$ cat src/rtl/signdet_pkg.sv
// Shared types and helpers for the sign/gesture classifier post-vote slice.
package signdet_pkg;

  typedef enum logic [1:0] {StIdle, StAcc, StEval, StOut} vote_state_e;

  function automatic int unsigned inv_idx(input int unsigned iw);
    return (32'd1 << iw) - 32'd1;
  endfunction

  // a - b clamped to the range [0, 2**dw-1].
  function automatic logic [63:0] sat_sub(input logic signed [63:0] a,
                                          input logic signed [63:0] b,
                                          input int unsigned dw);
    logic signed [63:0] d;
    logic [63:0]        lim;
    d   = a - b;
    lim = (64'd1 << dw) - 64'd1;
    if (d < 0) return '0;
    if ($unsigned(d) > lim) return lim;
    return $unsigned(d);
  endfunction

endpackage

$ cat src/rtl/signdet_top2_tracker.sv
// Running top-2 score/index tracker; strict compares so the earliest index wins ties.
module signdet_top2_tracker
  import signdet_pkg::*;
#(
  parameter int unsigned DW         = 16,
  parameter int unsigned IW         = 4,
  parameter int unsigned SIGNED_CMP = 0
) (
  input  logic          clk,
  input  logic          resetn,
  input  logic          clr,
  input  logic          we,
  input  logic [DW-1:0] data,
  input  logic [IW-1:0] idx,
  output logic [DW-1:0] max1,
  output logic [DW-1:0] max2,
  output logic [IW-1:0] idx1,
  output logic [IW-1:0] idx2
);

  localparam logic [IW-1:0] InvIdx  = IW'(inv_idx(IW));
  localparam logic [DW-1:0] InitVal = (SIGNED_CMP != 0) ? (DW'(1) << (DW - 1)) : DW'(0);

  logic [DW-1:0] max1_q, max1_d, max2_q, max2_d;
  logic [IW-1:0] idx1_q, idx1_d, idx2_q, idx2_d;
  logic          elig, gt1, gt2;

  always_comb begin
    if (SIGNED_CMP != 0) begin
      gt1  = $signed(data) > $signed(max1_q);
      gt2  = $signed(data) > $signed(max2_q);
      elig = we;
    end else begin
      gt1  = data > max1_q;
      gt2  = data > max2_q;
      // MSB-set scores are out of range in unsigned mode
      elig = we && !data[DW-1];
    end
  end

  always_comb begin
    max1_d = max1_q;
    max2_d = max2_q;
    idx1_d = idx1_q;
    idx2_d = idx2_q;
    if (clr) begin
      max1_d = InitVal;
      max2_d = InitVal;
      idx1_d = InvIdx;
      idx2_d = InvIdx;
    end else if (elig) begin
      if (gt1) begin
        max2_d = max1_q;
        idx2_d = idx1_q;
        max1_d = data;
        idx1_d = idx;
      end else if (gt2) begin
        max2_d = data;
        idx2_d = idx;
      end
    end
  end

  always_ff @(posedge clk or negedge resetn) begin
    if (!resetn) begin
      max1_q <= InitVal;
      max2_q <= InitVal;
      idx1_q <= InvIdx;
      idx2_q <= InvIdx;
    end else begin
      max1_q <= max1_d;
      max2_q <= max2_d;
      idx1_q <= idx1_d;
      idx2_q <= idx2_d;
    end
  end

  assign max1 = max1_q;
  assign max2 = max2_q;
  assign idx1 = idx1_q;
  assign idx2 = idx2_q;

endmodule

$ cat src/rtl/signdet_post_vote.sv
// Classifier post-processor: per-frame top-2 margin, confidence gate and N-frame voting.
module signdet_post_vote
  import signdet_pkg::*;
#(
  parameter int unsigned DW         = 16,
  parameter int unsigned NCLS       = 8,
  parameter int unsigned IW         = 4,
  parameter int unsigned SIGNED_CMP = 0,
  parameter int unsigned HOLD_N     = 3
) (
  input  logic          clk,
  input  logic          resetn,
  input  logic          i_init,
  input  logic          i_we,
  input  logic [DW-1:0] i_dout,
  input  logic [DW-1:0] i_conf_th,
  output logic [DW-1:0] o_diff,
  output logic [IW-1:0] o_max_idx,
  output logic [IW-1:0] o_2nd_idx,
  output logic          o_conf,
  output logic          o_validp,
  output logic [IW-1:0] o_stable_idx,
  output logic          o_stable_chg,
  output logic          o_abort
);

  localparam logic [IW-1:0] InvIdx   = IW'(inv_idx(IW));
  localparam logic [IW-1:0] LastBeat = IW'(NCLS - 1);
  localparam int unsigned   RW       = $clog2(HOLD_N + 1);
  localparam logic [RW-1:0] RunMax   = RW'(HOLD_N);

  vote_state_e   state_q, state_d;
  logic [IW-1:0] cnt_q, cnt_d;
  logic          pend_q, pend_d;
  logic [DW-1:0] diff_q, diff_d;
  logic [IW-1:0] max_idx_q, max_idx_d, snd_idx_q, snd_idx_d;
  logic          conf_q, conf_d, validp_q, validp_d, chg_q, chg_d, abort_q, abort_d;
  logic [IW-1:0] stable_q, stable_d, cand_q, cand_d;
  logic [RW-1:0] run_q, run_d;

  logic          beat_acc;
  logic [DW-1:0] max1, max2, diff_eval;
  logic [IW-1:0] idx1, idx2;
  logic          conf_eval;
  logic signed [63:0] ext1, ext2;

  signdet_top2_tracker #(
    .DW        (DW),
    .IW        (IW),
    .SIGNED_CMP(SIGNED_CMP)
  ) u_tracker (
    .clk   (clk),
    .resetn(resetn),
    .clr   (i_init),
    .we    (beat_acc),
    .data  (i_dout),
    .idx   (cnt_q),
    .max1  (max1),
    .max2  (max2),
    .idx1  (idx1),
    .idx2  (idx2)
  );

  // An untouched max2 still holds the init value, so max1 - max2 covers the invalid-idx2 case.
  always_comb begin
    if (SIGNED_CMP != 0) begin
      ext1 = 64'($signed(max1));
      ext2 = 64'($signed(max2));
    end else begin
      ext1 = 64'(max1);
      ext2 = 64'(max2);
    end
    diff_eval = DW'(sat_sub(ext1, ext2, DW));
    conf_eval = (diff_eval >= i_conf_th) && (idx1 != InvIdx);
  end

  always_comb begin
    state_d   = state_q;
    cnt_d     = cnt_q;
    pend_d    = pend_q;
    diff_d    = diff_q;
    max_idx_d = max_idx_q;
    snd_idx_d = snd_idx_q;
    conf_d    = conf_q;
    stable_d  = stable_q;
    cand_d    = cand_q;
    run_d     = run_q;
    validp_d  = 1'b0;
    chg_d     = 1'b0;
    abort_d   = 1'b0;
    beat_acc  = 1'b0;
    unique case (state_q)
      StIdle: begin
        if (i_init) begin
          state_d = StAcc;
          cnt_d   = '0;
        end
      end
      StAcc: begin
        if (i_init) begin
          cnt_d   = '0;
          abort_d = (cnt_q != '0);
        end else if (i_we) begin
          beat_acc = 1'b1;
          if (cnt_q == LastBeat) begin
            cnt_d   = '0;
            state_d = StEval;
          end else begin
            cnt_d = cnt_q + 1'b1;
          end
        end
      end
      StEval: begin
        state_d   = StOut;
        pend_d    = i_init;
        diff_d    = diff_eval;
        max_idx_d = idx1;
        snd_idx_d = idx2;
        conf_d    = conf_eval;
        validp_d  = 1'b1;
        if (!conf_eval) begin
          run_d = '0;
        end else if (idx1 == cand_q) begin
          run_d = (run_q >= RunMax) ? RunMax : run_q + 1'b1;
        end else begin
          cand_d = idx1;
          run_d  = RW'(1);
        end
        if (run_d == RunMax && cand_d != stable_q) begin
          stable_d = cand_d;
          chg_d    = 1'b1;
        end
      end
      StOut: begin
        state_d = (i_init || pend_q) ? StAcc : StIdle;
        pend_d  = 1'b0;
      end
      default: state_d = StIdle;
    endcase
  end

  always_ff @(posedge clk or negedge resetn) begin
    if (!resetn) begin
      state_q   <= StIdle;
      cnt_q     <= '0;
      pend_q    <= 1'b0;
      diff_q    <= '0;
      max_idx_q <= InvIdx;
      snd_idx_q <= InvIdx;
      conf_q    <= 1'b0;
      validp_q  <= 1'b0;
      stable_q  <= InvIdx;
      chg_q     <= 1'b0;
      abort_q   <= 1'b0;
      cand_q    <= InvIdx;
      run_q     <= '0;
    end else begin
      state_q   <= state_d;
      cnt_q     <= cnt_d;
      pend_q    <= pend_d;
      diff_q    <= diff_d;
      max_idx_q <= max_idx_d;
      snd_idx_q <= snd_idx_d;
      conf_q    <= conf_d;
      validp_q  <= validp_d;
      stable_q  <= stable_d;
      chg_q     <= chg_d;
      abort_q   <= abort_d;
      cand_q    <= cand_d;
      run_q     <= run_d;
    end
  end

  assign o_diff       = diff_q;
  assign o_max_idx    = max_idx_q;
  assign o_2nd_idx    = snd_idx_q;
  assign o_conf       = conf_q;
  assign o_validp     = validp_q;
  assign o_stable_idx = stable_q;
  assign o_stable_chg = chg_q;
  assign o_abort      = abort_q;

endmodule

$ cat config.mk
export PLATFORM = sky130hd
export DESIGN_NAME = signdet_post_vote
export DESIGN_NICKNAME = d
export VERILOG_FILES = /design/src/rtl/signdet_pkg.sv /design/src/rtl/signdet_top2_tracker.sv /design/src/rtl/signdet_post_vote.sv
export SDC_FILE = /design/constraint.sdc
export NUM_CORES = 1
export LEC_CHECK = 0
export ABC_CLOCK_PERIOD_IN_PS = 4000
export CAP_MARGIN = 0
export CELL_PAD_IN_SITES_DETAIL_PLACEMENT = 1
export CELL_PAD_IN_SITES_GLOBAL_PLACEMENT = 2
export CORE_ASPECT_RATIO = 1.25
export CORE_MARGIN = 2
export CORE_UTILIZATION = 24
export CTS_CLUSTER_SIZE = 14
export DETAILED_ROUTE_END_ITERATION = 7
export HOLD_SLACK_MARGIN = 0.15
export PLACE_DENSITY = 0.64
export SLEW_MARGIN = 20
export SYNTH_ARGS = -nofsm -noshare
export SYNTH_HDL_FRONTEND = slang
export SYNTH_HIERARCHICAL = 1
export SYNTH_SLANG_ARGS = --single-unit
$ cat constraint.sdc
create_clock -name clk -period 4 [get_ports clk]
set_input_delay 0.8 -clock clk [delete_from_list [all_inputs] [get_ports clk]]
set_output_delay 0.8 -clock clk [all_outputs]
set_load 0.05 [all_outputs]
Word level (Yosys, flattened, before mapping):

Index checks and enable logic that the tools add are counted.
W data, S select, Z words.

* $add $sub $neg: 3
* eq/ne operators: 13
* reduce and logical (&&, ||, !) cells: 17
* mux-type cells: 48
* $lt $le $gt $ge: 6

Operators with widths (count)
* $mux W16: 11
* $gt A64 B16 Y1 const B: 1
* $mux W4: 14
* $gt A16 B16 Y1: 2
* $lt A17 B1 Y1 const B: 1
* $sub A16 B16 Y17: 1
* $ge A16 B16 Y1: 1
* $mux W2: 8
* $mux W1: 12
* $ne A2 B2 Y1 const B: 4
* $pmux W2 S4: 1
* $pmux W4 S2: 1
* $reduce_bool A2 Y1: 4
* $eq A2 B2 Y1 const B: 3
* $reduce_and A2 Y1: 3
* $add A4 B1 Y4 const B: 1
* $eq A4 B3 Y1 const B: 1
* $eq A4 B4 Y1: 1
* $ne A4 B4 Y1: 1
* $ne A4 B4 Y1 const B: 1
* $reduce_and A4 Y1: 1
* $reduce_bool A4 Y1: 1
* $logic_and A1 B1 Y1: 3
* $ne A3 B3 Y1 const B: 1
* other kinds (9): 9

* input port bits: 36
* logic and storage cells: 104
* register bits after elaboration: 85

Longest topological paths before layout:

* depth after elaboration: 14
* gate-level depth with buffers: 18

By module:

The synthesis kept the hierarchy.

Modules (own cells, without submodules)
* signdet_post_vote: area each 3314.4 µm², cells each 348, instances 1, sequential area each 1146.1 µm²
* signdet_top2_tracker: area each 2677.6 µm², cells each 282, instances 1, sequential area each 1011.0 µm²

Least setup slack after synthesis:

OpenSTA, ideal clock, no wires.

* path type: reg-to-reg
* start: reg u_tracker.max1_q[0] (netlist: u_tracker/max1[0])
* end: reg stable_q[0] (netlist: o_stable_idx[0])
* setup time: 0.082 ns
* cell stages (with the launch flop): 18
* arrival time: 3.834 ns
* slack: 0.084 ns
* clock period less this slack: 3.916 ns
* path buffers: 0
* path through: dfrtp_1 -> inv_1 -> ha_1 -> fa_1 -> nand2b_1 -> a211oi_2 -> o211ai_2 -> o2111ai_2 -> a21oi_4 -> or2_2 -> ha_1 -> nand2b_1 -> a2111oi_2 -> o31ai_1 -> a211o_1 -> nand3_2 -> nor2_2 -> mux2_2

* word-level cells in the longest chain between the ends: 13

Ends and longest elaborated chain
* from (decl): RTL line signdet_top2_tracker.sv:24 `logic [DW-1:0] max1_q, max1_d, max2_q, max2_d;`
* from (signal assigned): RTL line signdet_top2_tracker.sv:66 `max1_q <= InitVal;`
* from (signal assigned): RTL line signdet_top2_tracker.sv:71 `max1_q <= max1_d;`
* $sub A16 B16 Y17 (*): RTL line signdet_pkg.sv:16 `d = a - b;`
* $gt A64 B16 Y1: RTL line signdet_pkg.sv:19 `if ($unsigned(d) > lim) return lim;`
* $mux W1 (2 in a row): RTL line signdet_pkg.sv:19
* $mux W16: RTL line signdet_pkg.sv:20 `return $unsigned(d);`
* $mux W16 (*): RTL line signdet_pkg.sv:19
* $ge A16 B16 Y1 (*): RTL line signdet_post_vote.sv:74 `conf_eval = (diff_eval >= i_conf_th) && (idx1 != InvIdx);`
* $logic_and A1 B1 Y1 (*): RTL line signdet_post_vote.sv:74
* $mux W4 / $mux W2 (equally long branches): RTL line signdet_post_vote.sv:121 `if (!conf_eval) begin`
* $mux W4 / $mux W2 (equally long branches): RTL line signdet_post_vote.sv:92 `unique case (state_q)`
* $ne A4 B4 Y1 / $eq A2 B2 Y1 (equally long branches): RTL line signdet_post_vote.sv:129 `if (run_d == RunMax && cand_d != stable_q) begin`
* $logic_and A1 B1 Y1: RTL line signdet_post_vote.sv:129
* $reduce_and A2 Y1 (no line)
* to (signal assigned): RTL line signdet_post_vote.sv:152 `stable_q <= InvIdx;`
* to (signal assigned): RTL line signdet_post_vote.sv:166 `stable_q <= stable_d;`
* to (decl): RTL line signdet_post_vote.sv:38 `logic [IW-1:0] stable_q, stable_d, cand_q, cand_d;`

Every way passes the cells marked *; elsewhere a longest branch is shown, timed or not. The select of a mux whose other input is x is not followed.
A chain may end at the register's enable or synchronous reset.

Final worst setup path:

* start: reg u_tracker.max1_q[0] (netlist: u_tracker/max1[0])
* end: reg stable_q[1] (netlist: o_stable_idx[1])

Same word-level chain as after synthesis.

==> impl_results.md <==
* Outcome: finished clean
* Final Setup Violations at 0
* Mapped Nets at 737
* # clock sinks at between 80 and 90
* Startpoint type of the worst setup path: flip-flop
* Initial core utilization at 0.245
* R2R setup slack at roughly 0.1 ns
* Synth top area cells: dfrtp_1, ha_1, dfstp_2
* Clock root cell: clkbuf_16
* Synth Warn # at 6
* DR WL/cell at 17.2 um
* Worst-Margin Slew at around 0.93 ns
* Met1 Usage GRT at 0.168
* Setup TNS at 0 ns
* Boundary Pins at 68
* Die height at 181 um
* HP Class: flip-flop to flip-flop
* Initial antenna violation count at 0
* ANT nets after route at 0
* Synth Flop Type: dfrtp_1
* Worst path slowest cell: fa_2
* CP Data Arrival Time at 4.17 ns
* Largest net degree at the start of global routing at 70
* Slew HR at 0.380
* Unrepaired setup endpoints after global routing: yes
* Design area at 7810 um2
* Vias in the first global route at 5519
* Dpl hpwl at 13.9 mm
* Slew Viols, Final at 0
* Worst Path Required at 4.27 ns
* First-iteration detailed-routing DRC count at around 160
* Power per cell area at 409 nW/um2
* Peak supply drop at 160 uV
* Top cell by count, worst path: nand2b_4
* Fillers at about 2900
* TritonCTS clock tree: built
* DRC viols at 0
* Clock Latency Late Sink at 0.35 ns
* Core Area at 24500 um2
* Critical-path maximum fanout at 6
* Grt ovf at 0
* Critical R2R Launch: u_tracker/max1[0]
* Worst R2R Path Depth at 17
* Synth cell types at 73
* Syn avg cell area at around 9.5 um2
* Max Freq at 0.256 GHz
* Fin. Hold Viols at 0
* Minimum clock period at between 3 and 4 ns
* Synth cell count leaders: inv_1, ha_1, dfrtp_1, a21oi_1, o21ai_0
* Gate Count Post-Synth at 630
* Synth Register Bits at 85
* Nets at 832
* Via count at 5015
* Setup CP Type: flip-flop to flip-flop
* Synth top area share at 0.255
* Area grow syn2layout at 30.4%
* Post-synth ARST share at 1.00
* TritonCTS buffer count at 9
* Most numerous cell in the Yosys netlist: inv_1
* Worst Hold Launch: cand_q[1]
* Worst-path cell chain: inv_1, ha_2, fa_2, nand2b_4, a211oi_4, o211ai_2, o2111ai_2, a21oi_4, or2_4, ha_4, nand2b_4, a2111oi_4, o31ai_2, a211o_1, nand3_4, nor2_4, mux2_4
* Synthesized area at 5990 um2
* Slowest cell delay on critical path at 0.39 ns
* Met2 GRT Util at 0.259
* Reg area at 2160 um2
* Drt via density at 4.73
* Die Footprint at around 26000 um2
* Hold depth at 2
* Area of the multi-input gates at between 3000 and 4000 um2
* Crit share post-route at 0.975
* Total global-route track usage at 0.139
* Hold-critical path endpoint: cand_q[1]
* Antenna cell count at 0
* Detailed Route WL at between 15 and 20 mm
* FF-to-FF End: o_stable_idx[1]
* Share of layout cells above drive strength 1 at 0.233
* Clock-pin slew on the worst setup and hold paths at 0.07 ns
* Grt met3 use at 0.0200
* Total power at 3200 uW
* Buffers on Ports at 67
* GRT Max-Usage Layer: met2
* Core Rows at 64
* Max_cap viols at 0
* # H-tree levels at 3
* CTS max path bufs at 2
* Static Leak at 0.00333 uW
* Number of synthesized flops with an enable pin at 0
* First-pass GRT wire length at 29.4 mm
* Crit. End Element: flip-flop
* RePlAce Congestion at 0.837
* Register area share after synthesis at 0.360
* Clk_skew at roughly 0.009 ns
* Cell taking the most area after synthesis: dfrtp_1
* Placed Area at 7200 um2
* DR pass1 iterations at 4
* Width of the die at 145 um
[cell families (layout without fill, tap and decap cells)]
| group | Yosys count | in the layout | share of synthesized area |
|---|---|---|---|
| flops | 85 | 85 | 0.360 |
| fa+ha+maj | 71 | 71 | 0.150 |
| simple gates | 131 | 131 | 0.120 |
| buf+inv | 115 | 215 | 0.0758 |
| mux | 27 | 27 | 0.0505 |
| compound gates | 183 | 183 | 0.218 |
| xor+xnor | 18 | 18 | 0.0263 |
[sequential cells by signal (all words and copies together) (netlist names)]
name and cells:
u_tracker/idx1 4, o_diff 16, pend_q 1, cand_q 4, o_abort 1, o_stable_idx 4, u_tracker/max2 16, o_stable_chg 1
run_q 2, cnt_q 4, u_tracker/idx2 4, u_tracker/max1 16, o_validp 1, o_2nd_idx 4, o_conf 1, state_q 2
o_max_idx 4
[per-layer routing]
layer	share of wire	vias up	wire length, um
met5	0	-	0
met4	0.012	0	221
met3	0.022	11	400
met2	0.52	55	9470
met1	0.45	2494	8110
li1	-	2455	-
[how the worst max path moves through the flow]
| stage | to | start | slack [ns] |
|---|---|---|---|
| after floorplan | o_stable_idx[0] | u_tracker/max1[0] | 0.08 |
| after global placement | o_stable_idx[0] | u_tracker/max1[0] | 0.02 |
| after detailed placement | o_stable_idx[1] | u_tracker/max1[0] | -0.13 |
| after CTS | cand_q[3] | u_tracker/max2[0] | 0.03 |
| after global routing | o_stable_idx[3] | u_tracker/max1[0] | -0.07 |
| final | o_stable_idx[1] | u_tracker/max1[0] | 0.1 |
[repair_timing]
| item | in CTS | in global routing |
|---|---|---|
| pin swaps | 7 | 23 |
| setup buffers | 2 | 9 |
| resized for setup | 8 | 44 |
| setup endpoints to repair | 8 | 12 |
| hold buffers | 0 | 0 |
[cell usage in the layout, fill, tap and decap left out, types with 24 or more instances in the layout]
| cell type | synthesis | layout |
|---|---|---|
| o21ai_0 | 35 | 32 |
| dfrtp_1 | 61 | 60 |
| buf_4 | 0 | 39 |
| inv_1 | 91 | 91 |
| a21oi_1 | 51 | 47 |
| clkdlybuf4s50_1 | 0 | 66 |
| ha_1 | 70 | 64 |
| nor2_1 | 31 | 26 |
| nand3_1 | 24 | 24 |
| dfstp_2 | 24 | 24 |
[power breakdown]
part	internal [uW]	leakage (uW)	switching [uW]
registers	991	0.00108	85.2
clock network	487	0.000150	388
logic	506	0.00210	743
[layout make-up]
| cell class | instances | area share |
|---|---|---|
| Clock buffer | 11 | 0.0338 |
| Clock inverter | 5 | 0.00576 |
| Inverter | 91 | 0.0437 |
| Multi-Input combinational cell | 430 | 0.460 |
| Sequential cell | 85 | 0.276 |
| Tap cell | 330 | 0.0528 |
| Timing Repair Buffer | 108 | 0.127 |
[stage by stage]
| step | std cells | hold slack [ns] | setup WS [ns] | utilization |
|---|---|---|---|---|
| floorplan | 630 | 0.445 | 0.0836 | - |
| global placement | 1033 | 0.461 | 0.0189 | 0.294 |
| detailed placement | 1033 | 0.481 | -0.126 | 0.294 |
| CTS | 1051 | 0.491 | 0.0306 | 0.309 |
| global route | 1060 | 0.500 | -0.0722 | 0.319 |
| finish | 1060 | 0.486 | 0.0984 | 0.319 |
[critical path, delay by kind of cell (launching register included)]
| kind | cells | cell delay [ns] |
|---|---|---|
| compound gates | 7 | 1.56 |
| fa+ha+maj | 3 | 0.79 |
| simple gates | 5 | 0.78 |
| flops | 1 | 0.34 |
| mux | 1 | 0.30 |
| buf+inv | 1 | 0.05 |
No activity file was read; power rests on OpenSTA's default activity.
